<file path="config.mk">
export PLATFORM = sky130hd
export DESIGN_NAME = pc_fetch_unit
export DESIGN_NICKNAME = d
export VERILOG_FILES = /design/src/rtl/pc_fetch_unit.sv
export SDC_FILE = /design/constraint.sdc
export NUM_CORES = 1
export LEC_CHECK = 0
export BUFFER_PORTS_ARGS = -buffer_cell sky130_fd_sc_hd__buf_4
export CAP_MARGIN = 40
export CORE_ASPECT_RATIO = 0.9
export CORE_MARGIN = 2
export CORE_UTILIZATION = 59
export CTS_CLUSTER_SIZE = 20
export DETAILED_ROUTE_END_ITERATION = 12
export GPL_ROUTABILITY_DRIVEN = 0
export PLACE_DENSITY = 0.95
export SETUP_SLACK_MARGIN = 0.15
export SYNTH_ARGS = -nofsm -noshare
export SYNTH_HDL_FRONTEND = slang
export SYNTH_SLANG_ARGS = --single-unit
</file>
<file path="constraint.sdc">
create_clock -name clk -period 5.8 [get_ports clk]
set_input_delay 0 -clock clk [delete_from_list [all_inputs] [get_ports clk]]
set_output_delay 0 -clock clk [all_outputs]
set_load 0.05 [all_outputs]
</file>
<file path="src/rtl/pc_fetch_unit.sv">
// pc_fetch_unit
//   Program-counter and next-address stage. Holds the architectural PC,
//   computes PC+4 and PC+br_offset through two carry-lookahead adders,
//   and picks the next PC from halt/stall/jump/branch/sequential inputs.
//
// Ports
//   clk        in   1   rising-edge clock
//   rst        in   1   synchronous active-high reset
//   stall      in   1   hold PC this cycle
//   halt       in   1   halt decoded at current PC
//   br_taken   in   1   conditional branch taken
//   br_offset  in  32   signed byte offset, target = pc + br_offset
//   jr_valid   in   1   jump-register / absolute jump
//   jr_target  in  32   absolute byte target
//   pc         out 32   current instruction address (registered)
//   pc_plus4   out 32   pc + 4 (combinational)
//   fetch_en   out  1   instruction memory read enable (RUN only)
//   halted     out  1   unit is HALTED
//   fault      out  1   misaligned target seen, sticky until rst
//   retired    out 32   count of completed PC advances

// CLA32BitNoCarry
//   32-bit adder, modulo 2^32. Eight 4-bit lookahead groups; group
//   generate/propagate terms chain the group carries. No carry-out.
//
// Ports
//   a, b  in  32  operands
//   sum   out 32  a + b mod 2^32
module CLA32BitNoCarry (
  input  logic [31:0] a,
  input  logic [31:0] b,
  output logic [31:0] sum
);

  // Bit 31's generate would only feed the discarded carry-out.
  logic [30:0] g;
  logic [31:0] p;
  logic [31:0] c;
  logic [7:0]  gc;
  logic [6:0]  gg;
  logic [6:0]  gp;

  assign g = a[30:0] & b[30:0];
  assign p = a ^ b;
  assign gc[0] = 1'b0;

  for (genvar k = 0; k < 8; k++) begin : g_grp
    assign c[4*k]   = gc[k];
    assign c[4*k+1] = g[4*k] | (p[4*k] & gc[k]);
    assign c[4*k+2] = g[4*k+1] | (p[4*k+1] & g[4*k])
                    | (p[4*k+1] & p[4*k] & gc[k]);
    assign c[4*k+3] = g[4*k+2] | (p[4*k+2] & g[4*k+1])
                    | (p[4*k+2] & p[4*k+1] & g[4*k])
                    | (p[4*k+2] & p[4*k+1] & p[4*k] & gc[k]);
    if (k < 7) begin : g_gp
      assign gg[k] = g[4*k+3] | (p[4*k+3] & g[4*k+2])
                   | (p[4*k+3] & p[4*k+2] & g[4*k+1])
                   | (p[4*k+3] & p[4*k+2] & p[4*k+1] & g[4*k]);
      assign gp[k] = &p[4*k+3:4*k];
      assign gc[k+1] = gg[k] | (gp[k] & gc[k]);
    end
  end

  assign sum = p ^ c;

endmodule

// State table
//   BOOT   | one bubble cycle after reset, pc held, no fetch
//   RUN    | fetching; pc advances, redirects, or holds on stall
//   HALTED | halt seen; absorbing until rst
//   FAULT  | misaligned target at load; absorbing until rst
module pc_fetch_unit #(
  parameter logic [31:0] RESET_PC = 32'h0000_0000
) (
  input  logic        clk,
  input  logic        rst,
  input  logic        stall,
  input  logic        halt,
  input  logic        br_taken,
  input  logic [31:0] br_offset,
  input  logic        jr_valid,
  input  logic [31:0] jr_target,
  output logic [31:0] pc,
  output logic [31:0] pc_plus4,
  output logic        fetch_en,
  output logic        halted,
  output logic        fault,
  output logic [31:0] retired
);

  typedef enum logic [1:0] {BOOT, RUN, HALTED, FAULT} state_t;

  state_t      state;
  logic [31:0] br_target;
  logic        pend_valid;
  logic [31:0] pend_target;
  logic [31:0] next_pc;
  logic        is_redirect;
  logic        misaligned;

  CLA32BitNoCarry u_add_plus4 (
    .a   (pc),
    .b   (32'd4),
    .sum (pc_plus4)
  );

  CLA32BitNoCarry u_add_branch (
    .a   (pc),
    .b   (br_offset),
    .sum (br_target)
  );

  // A pending redirect outranks fresh ones; fresh jr outranks br.
  always_comb begin
    next_pc     = pc_plus4;
    is_redirect = 1'b0;
    if (pend_valid) begin
      next_pc     = pend_target;
      is_redirect = 1'b1;
    end else if (jr_valid) begin
      next_pc     = jr_target;
      is_redirect = 1'b1;
    end else if (br_taken) begin
      next_pc     = br_target;
      is_redirect = 1'b1;
    end
  end

  // Sequential path cannot misalign since pc itself is always aligned.
  assign misaligned = is_redirect && (next_pc[1:0] != 2'b00);

  always_ff @(posedge clk) begin
    if (rst) begin
      state       <= BOOT;
      pc          <= RESET_PC;
      fetch_en    <= 1'b0;
      halted      <= 1'b0;
      fault       <= 1'b0;
      retired     <= 32'd0;
      pend_valid  <= 1'b0;
      pend_target <= 32'd0;
    end else begin
      case (state)
        BOOT: begin
          state    <= RUN;
          fetch_en <= 1'b1;
        end
        RUN: begin
          if (halt) begin
            state    <= HALTED;
            halted   <= 1'b1;
            fetch_en <= 1'b0;
          end else if (stall) begin
            // First redirect seen during a stall is remembered; the
            // alignment check waits until it actually loads.
            if (!pend_valid && (jr_valid || br_taken)) begin
              pend_valid  <= 1'b1;
              pend_target <= jr_valid ? jr_target : br_target;
            end
          end else if (misaligned) begin
            state    <= FAULT;
            fault    <= 1'b1;
            fetch_en <= 1'b0;
          end else begin
            pc         <= next_pc;
            retired    <= retired + 32'd1;
            pend_valid <= 1'b0;
          end
        end
        HALTED: begin
        end
        FAULT: begin
        end
        default: begin
          state    <= BOOT;
          fetch_en <= 1'b0;
        end
      endcase
    end
  end

endmodule
</file>
After elaboration in Yosys (flattened, before gate mapping)
Index checks and enable logic that the tools add are counted. W data, S select, Z words.

Add/subtract/negate cells: 1. Bitwise gates (word level): 237. Reduce and logical (&&, ||, !) cells: 25. Multiplexer cells: 18. Eq/ne operators: 5.

Operator list (count): $and A1 B1 Y1 (157); $mux W32 (4); $xor A32 B32 Y32 (3); $or A1 B1 Y1 (72); $reduce_and A4 Y1 (16); $add A32 B1 Y32 const B (1); $and A31 B31 Y31 (1); $mux W1 (9); $mux W2 (3); $ne A3 B3 Y1 const B (2); $not A1 Y1 (4); $pmux W2 S2 (1); $reduce_bool A2 Y1 (2); $reduce_and A3 Y1 (1); $eq A2 B1 Y1 const B (1); $logic_and A1 B1 Y1 (2); $logic_not A2 Y1 (1); $ne A2 B1 Y1 const B (1); $ne A2 B2 Y1 const B (1); $pmux W1 S2 (1); $reduce_and A2 Y1 (1); $logic_not A1 Y1 (1); $logic_or A1 B1 Y1 (1).

Flip-flop bits (word level): 102. Input port bits: 70. Logic and storage cells: 294.

Longest topological paths before layout
Gate-level depths: netlist of the first run.

Word-level depth: 29. Depth in mapped cells: 15.

By module
Synthesis of the first run repeated with hierarchy kept, for this count alone.

Cell total of the unflattened synthesis: 944. Area total of the unflattened synthesis: 8192.9 sq um.

Modules (own cells, without submodules): pc_fetch_unit (cells an instance 634, instances 1, area an instance 5600.4 sq um); CLA32BitNoCarry (cells an instance 155, instances 2, area an instance 1296.2 sq um).

Worst setup path before layout of the first run
Ideal clock, no wire load.

Path type: register -> register. Start: reg pc[2]. End: reg pc[29]. Arrival time: 3.657 ns. Path buffers: 0. Required time: 5.730 ns. Library setup time: 0.070 ns. Cell stages (with the launch flop): 13. Path slack: 2.073 ns. Clock period less this slack: 3.727 ns. Cells stage by stage: dfxtp_1 ha_1 nand4_2 nor4_4 nand4_4 nor4_4 and3_2 ha_1 xor2_1 nand2_1 o211ai_1 o211ai_1 a21oi_1.

Elaborated cells between the ends (all ways): 37. Classes of those cells: 3 x mux; 34 x bitwise.

RTL lines: from (decl) (RTL line 84) `output logic [31:0] pc,`; from (signal assigned) (RTL line 166) `pc <= next_pc;`; $and A1 B1 Y1 (RTL line 56) `assign gg[k] = g[4*k+3] | (p[4*k+3] & g[4*k+2])`; $and A1 B1 Y1 (6 in a row) (RTL line 60) `assign gc[k+1] = gg[k] | (gp[k] & gc[k]);`; $and A1 B1 Y1 (RTL line 49) `assign c[4*k+1] = g[4*k] | (p[4*k] & gc[k]);`; $xor A32 B32 Y32 (RTL line 64) `assign sum = p ^ c;`; net pc_plus4[29] (RTL line 85) `output logic [31:0] pc_plus4,`; $mux W32 (RTL line 124) `end else if (br_taken) begin`; $mux W32 (RTL line 121) `end else if (jr_valid) begin`; $mux W32 (RTL line 118) `if (pend_valid) begin`.

The timed path passes the listed nets, and every way through them passes these cells. A chain may end at the register's enable or synchronous reset.

Worst setup path in the final report of the first run
Start: reg pc[0]. End: reg pc[27].

Word-level cells in the longest chain between the ends: 19. Elaborated cells between the ends (all ways): 25. Classes of those cells: 3 x mux; 19 x bitwise; 3 x reduce/logical.

Ends and longest elaborated chain: $and A31 B31 Y31 (RTL line 43) `assign g = a[30:0] & b[30:0];`; $and A1 B1 Y1 (RTL line 58) `| (p[4*k+3] & p[4*k+2] & p[4*k+1] & g[4*k]);`; $or A1 B1 Y1 (RTL line 58); $and A1 B1 Y1 (RTL line 60); $or A1 B1 Y1 (RTL line 60); $and A1 B1 Y1 (RTL line 60); $or A1 B1 Y1 (RTL line 60); $and A1 B1 Y1 (RTL line 60); [3 not listed]; $and A1 B1 Y1 (RTL line 60); $or A1 B1 Y1 (RTL line 60); $and A1 B1 Y1 (RTL line 54) `| (p[4*k+2] & p[4*k+1] & p[4*k] & gc[k]);`; $or A1 B1 Y1 (RTL line 54); $xor A32 B32 Y32 (RTL line 64); $mux W32 (*) (RTL line 124); $mux W32 (*) (RTL line 121); $mux W32 (*) (RTL line 118).

Every way passes the cells marked *; elsewhere a longest branch is shown, timed or not.

==> qor.txt, run 1 <==
ANT nets after route = 0
FF+latch count, synth = 102
Worst r2r path cells = 11
Critical-path maximum fanout = 19
Vias/cell = 6.263
Post-layout minimum cycle time = 3804 ps
Pin count of the biggest net entering global routing = 87
Max Fclk = 0.2629 GHz
DR WL/cell = 18.25 microns
Fillers = 774
CTS buffer count = 9
Final std cells w/o fill = 1173
WP buf/inv = 2
Quantity of I/O buffers inserted on ports = 168
# DRC = 0
Top_reg_cell synth = dfxtp_1
Crit share post-route = 0.6559
CP required = 6030 ps
Slowest stage cell, crit path = o211ai_2
Clock latency on the worst-skew pair = 350 ps
Initial DRT Pass Iterations = 6
VDD IR max = 203.0 uV
Die area = 12540 sq um
Nature of the critical path startpoint = flop
Hold Path Sink = pc[19]$_SDFFE_PP0P_
Die Height = 106.4 microns
Number of global-route vias before repair = 6914
Type of the worst min-delay path = input pin to flop
Die Width = 117.8 microns
Clk root buf = clkbuf_16
Endpoints failing hold = 0
Synth Instances = 868
Hold_sp = jr_target[19]
Core ar. = 11390 sq um
Detailed Place HPWL = 14.83 mm
CP top delay family = compound AO/OA/AOI/OAI gates
Outcome = finished clean
Drt total wl = 21.40 mm
Ys Warns = 0
Final setup vio count = 0
Via count = 7346
# Post-CTS Setup Buffers = 0
PostCTS Resize Cnt = 0
H-tree depth = 3
Fin nets = 1130
Antenna Cells = 0
Post-synth ARST share = 0
CTS max path bufs = 2
Worst R2R Setup Slack = 2000 ps
Layout Skew = 12.70 ps
Gr ovfl total = 0
Fraction of layout cells with a size suffix above 1 = 0.2094
Power per cell area = 205.0 nW/um^2
R2R Path End = pc[27]$_SDFFE_PP0P_
Worst r2r src = pc[0]$_SDFFE_PP0P_
Crit-path max cell delay = 770 ps
Leakage = 3.791 nW
Clock sinks = 102
Detailed Route Iter0 Violations = 940
Starting density of the core = 0.6039
Initial antenna violation count = 0
Dpl cells = 1150
Synthesized net count = 986
Max-Cap Viols = 0
WS Path Type = flop to flop
Crit path DAT = 4040 ps
CP cell instances = ha_1 -> inv_1 -> fa_1 -> and2_1 -> o31ai_1 -> o21ai_1 -> o211ai_2 -> buf_4 -> o21ai_0 -> a21boi_0 -> a311oi_1
Setup Total Neg Slack = 0 ps
Post-synthesis sequential area ratio = 0.2969
Worst setup EP type = flop
GRT Util Overall = 0.3311
Final Max Slew Viols = 0
I/O pin count = 169
P&R area growth vs syn = 25.16%
First-pass GRT wire length = 34.28 mm
Slew @ Worst Pin = 939.4 ps
Post-synth cell types = 61
Unrepaired setup endpoints after global routing = no
TritonCTS clock tree = done
Synth Cell Area = 6878 sq um
EDFF count, synth = 0
Syn avg cell area = 7.924 sq um
Worst hold path depth = 3
Worst setup startpoint = pc[0]$_SDFFE_PP0P_
Standard-cell rows = 37
Max-Slew Margin vs Limit = 0.3719
Clock slew at reported path FFs = 80 ps
[cell families after synthesis]
| logic type | after synthesis | synth area share |
|---|---|---|
| compound gates | 215 | 0.2027 |
| fa+ha+maj | 48 | 0.09605 |
| flops | 102 | 0.2969 |
| mux | 25 | 0.03638 |
| xor+xnor | 69 | 0.09005 |
| simple gates | 326 | 0.2289 |
| buf+inv | 83 | 0.04912 |
[power breakdown]
group	switching (mW)	total [mW]	internal, mW
combinational	0.236	0.380	0.144
sequential	0.0242	0.744	0.720
clock	0.295	0.641	0.346
[how the worst max path moves through the flow]
stage | depth (start not counted) | end
6_report | 11 | pc[27]$_SDFFE_PP0P_
5_1_grt | 11 | pc[27]$_SDFFE_PP0P_
4_1_cts | 11 | pc[27]$_SDFFE_PP0P_
3_5_place_dp | 15 | pc[25]$_SDFFE_PP0P_
3_3_place_gp | 9 | pc[27]$_SDFFE_PP0P_
2_1_floorplan | 12 | pc[29]$_SDFFE_PP0P_
[worst register-to-register path, cell delays in order (launching register included)]
cell and delay, ps:
dfxtp_1 420, ha_1 200, inv_1 60, fa_1 450
and2_1 180, o31ai_1 400, o21ai_1 180, o211ai_2 770
buf_4 380, o21ai_0 160, a21boi_0 170, a311oi_1 330
[per-stage QoR]
step | cell area, sq um | total power [mW] | utilization | worst slack (ps) | hold WS, ps
final | 8608 | 1.765 | 0.7559 | 1996 | 8.786
after global routing | 8608 | 1.824 | 0.7559 | 1779 | 26.74
after CTS | 8608 | 1.755 | 0.7559 | 2150 | 5.792
after detailed placement | 8227 | 1.123 | 0.7224 | 2272 | 276.8
after global placement | 8160 | 1.106 | 0.7165 | 2361 | 263.3
after floorplan | 6878 | 1.000 | - | 2073 | 139.8
[flip-flops by register name, indices dropped and copies added (netlist names)]
name         cells
retired         32
halted           1
pc              32
state            2
fetch_en         1
fault            1
pend_valid       1
pend_target     32
[cell type report]
cell class	instances	area, sq um	share of cell area
Tap cell	156	195.2	0.02267
Inverter	34	127.6	0.01483
Multi-Input combinational cell	683	4504	0.5233
Timing Repair Buffer	182	1428	0.1658
Clock buffer	9	225.2	0.02616
Clock inverter	7	86.33	0.01003
Sequential cell	102	2042	0.2372
[synthesized netlist by cell type (8+ instances only)]
| cell | instances | area [sq um] |
|---|---|---|
| o22ai_1 | 10 | 62.56 |
| nand4_1 | 8 | 50.05 |
| nor2_1 | 125 | 469.2 |
| a21oi_1 | 66 | 330.3 |
| and3_1 | 12 | 75.07 |
| or3_1 | 9 | 56.30 |
| dfxtp_1 | 102 | 2042 |
| o21ai_0 | 31 | 155.2 |
| fa_1 | 8 | 160.2 |
| xnor2_1 | 31 | 271.5 |
| clkbuf_1 | 32 | 120.1 |
| a311oi_1 | 8 | 70.07 |
| xor2_1 | 37 | 324.1 |
| ha_1 | 40 | 500.5 |
| nor3_1 | 20 | 100.1 |
| nand3_1 | 23 | 115.1 |
| buf_2 | 9 | 45.04 |
| mux2i_1 | 25 | 250.2 |
| o211ai_1 | 28 | 210.2 |
| inv_1 | 33 | 123.9 |
| a211oi_1 | 30 | 225.2 |
| nand2_1 | 88 | 330.3 |
[what timing repair did]
action | 4_1_cts | 5_1_grt
hold endpoints to repair | 7 | 0
endpoints found under the setup margin | 0 | 0
hold buffers | 7 | 0
[routing by layer]
layer,global-route usage,part of all wire
met1,0.4249,0.40
met2,0.5565,0.47
met3,0.04828,0.098
met4,0.1446,0.033
met5,0,0
[placed cells by master, fill, tap and decap left out, drive strengths merged, types with 9 or more instances in the layout]
master  instances
or3             9
xnor2          31
nand2          89
dfxtp         102
mux2i          25
clkbuf          9
nor2          126
o211ai         29
a21oi          66
nor3           23
inv            38
o22ai          10
a211oi         30
and3           14
buf           175
nand3          23
nand4          12
o21ai          34
ha             40
xor2           37
No activity file was read; power rests on OpenSTA's default activity.
==> run 2, diff against run 1 <==
CORE_UTILIZATION = 49   (was 59)
PLACE_DENSITY = 0.87   (was 0.95)
clock period = 3.2 ns   (was 5.8 ns; I/O delays follow)
==> run 2 against run 1 <==
Compared with the run above: the run now ends with negative setup slack left; wire length increased by 6.3%; first-iteration DRC count decreased by 19%; die area increased by 20%; clock power increased by 83%; critical path depth increased by 6; utilization decreased by 8.0 points; worst hold slack improved by 2.4 ps; clock-buffer cell count increased by 2; sequential share of layout area decreased by 1.5 points; via count increased by 0.72%; critical path type unchanged; largest power group unchanged; highest routed layer unchanged.
==> qor.txt, run 2 (synthesis results as in run 1) <==
Initial DRT Pass Iterations = 5
Die Width = 128.9 microns
Initial antenna violation count = 0
GRT Util Overall = 0.2847
Critical-path maximum fanout = 3
VDD IR max = 255.7 uV
Worst setup EP type = flop
Max-Cap Viols = 0
Setup Total Neg Slack = -15.53 ps
Worst r2r src = pc[8]$_SDFFE_PP0P_
Antenna Cells = 0
Leakage = 4.103 nW
Slew @ Worst Pin = 909.0 ps
Number of global-route vias before repair = 6794
Standard-cell rows = 41
H-tree depth = 3
DR WL/cell = 18.35 microns
Pin count of the biggest net entering global routing = 78
I/O pin count = 169
Max-Slew Margin vs Limit = 0.3934
Pre-CTS setup slack = -4.905 ps
Commonest cells after routing, fill and taps aside = 223 x buf_4, 123 x nor2_1, 88 x nand2_1
CTS buffer count = 9
First-pass GRT wire length = 33.87 mm
Fin nets = 1183
Nature of the critical path startpoint = flop
Fraction of layout cells with a size suffix above 1 = 0.3052
WS Path Type = flop to flop
Unrepaired setup endpoints after global routing = yes
Die area = 15000 sq um
Worst hold path depth = 3
Fin worst setup slack = -10.48 ps
Endpoints failing hold = 0
Gr ovfl total = 0
Final setup vio count = 2
Starting density of the core = 0.4966
Fillers = 1089
Worst R2R Setup Slack = -10 ps
Final Max Slew Viols = 0
Hold_sp = jr_target[8]
Outcome = finished with violations
Clk root buf = clkbuf_16
Crit share post-route = 1.003
Via count = 7399
Core ar. = 13850 sq um
Power per cell area = 350.2 nW/um^2
Detailed Place HPWL = 15.36 mm
Commonest non-fill, non-tap cell in the layout = buf_4
P&R area growth vs syn = 36.11%
Clock sinks = 102
CP required = 3410 ps
Crit path DAT = 3420 ps
Worst r2r path cells = 17
Clock slew at reported path FFs = 70 ps
Largest regs = pc: 32 flops, pend_target: 32 flops, retired: 32 flops
R2R Path End = pc[24]$_SDFFE_PP0P_
Post-layout minimum cycle time = 3210 ps
# DRC = 0
Detailed Route Iter0 Violations = 765
Quantity of I/O buffers inserted on ports = 168
CTS max path bufs = 2
Clock latency on the worst-skew pair = 350 ps
Type of the worst min-delay path = input pin to flop
Hold Path Sink = pend_target[8]$_SDFFE_PP0P_
Vias/cell = 5.967
Die Height = 116.4 microns
Drt total wl = 22.76 mm
Max Fclk = 0.3115 GHz
TritonCTS clock tree = done
Layout Skew = 7.814 ps
Failing checks = negative setup slack
ANT nets after route = 0
[run 2: changes by cell type in the layout (fill, tap and decap cells not counted), moves of 5 or more]
cell,delta
dfxtp_2,+13
dfxtp_4,+7
a21oi_2,+6
ha_4,+8
ha_1,-13
o21ai_0,-6
ha_2,+5
dfxtp_1,-20
a21oi_1,-6
buf_4,+51
[run 2: through the flow]
| stage | cells | instance area (sq um) | util | hold slack, ps | total power [mW] |
|---|---|---|---|---|---|
| global placement | 1204 | 8562 | 0.6182 | 260.9 | 2.034 |
| finish | 1240 | 9361 | 0.6759 | 11.23 | 3.278 |
| global route | 1240 | 9361 | 0.6759 | 9.507 | 3.392 |
| CTS | 1235 | 9144 | 0.6602 | 5.062 | 3.236 |
| floorplan | 868 | 6952 | - | 139.7 | 1.812 |
| detailed placement | 1204 | 8562 | 0.6182 | 268.0 | 2.050 |
[run 2: how the worst max path moves through the flow]
| stage | start | end | slack [ps] | depth (start not counted) |
|---|---|---|---|---|
| finish | pc[8]$_SDFFE_PP0P_ | pc[24]$_SDFFE_PP0P_ | -10 | 17 |
| global route | pc[8]$_SDFFE_PP0P_ | pc[24]$_SDFFE_PP0P_ | -200 | 17 |
| CTS | pc[8]$_SDFFE_PP0P_ | pc[24]$_SDFFE_PP0P_ | 9 | 17 |
| detailed placement | pc[9]$_SDFFE_PP0P_ | pc[24]$_SDFFE_PP0P_ | -5 | 16 |
| global placement | pc[9]$_SDFFE_PP0P_ | pc[25]$_SDFFE_PP0P_ | 100 | 16 |
| floorplan | pc[9]$_SDFFE_PP0P_ | pc[24]$_SDFFE_PP0P_ | 150 | 15 |
[run 2: power breakdown]
part / total, mW / internal [mW] / switching (mW)
sequential: 1.33 / 1.30 / 0.0326
clock: 1.17 / 0.667 / 0.503
combinational: 0.774 / 0.309 / 0.465
total: 3.28 / 2.28 / 1.00
[run 2: routing by layer]
metal  share of wire  routed length (microns)  global-route usage
met5               0                        0                   0
met4           0.022                      501             0.08841
met3           0.085                     1938             0.06138
met2            0.47                    10790              0.4713
met1            0.42                     9527              0.3748
[run 2: critical path, stage by stage (launching register included)]
cell      delay, ps
dfxtp_4         350
ha_4            270
and4_4          230
and4_4          200
a221oi_2         50
buf_4           160
o21a_1          180
nor2_1           90
nor2_1           60
buf_4           160
o21ai_4         140
fa_1            460
mux2i_1         170
nor2_1           70
a21oi_1         160
nor2_1           60
a211oi_1        180
nor3_1           70
[run 2: what timing repair did]
item                                    4_1_cts  5_1_grt
buffers inserted                              6        5
endpoints found under the hold margin        13        0
hold buffers                                 11        0
pin swaps                                    11       33
gates resized for setup                      17       42
endpoints found under the setup margin       10       55
[run 2: layout make-up]
cell class / instances / area, sq um / area share
Timing Repair Buffer: 235 / 1804 / 0.1927
Sequential cell: 102 / 2085 / 0.2227
Clock buffer: 11 / 264.0 / 0.02820
Multi-Input combinational cell: 683 / 4825 / 0.5154
Inverter: 34 / 127.6 / 0.01363
Clock inverter: 3 / 41.29 / 0.004411
Tap cell: 172 / 215.2 / 0.02299
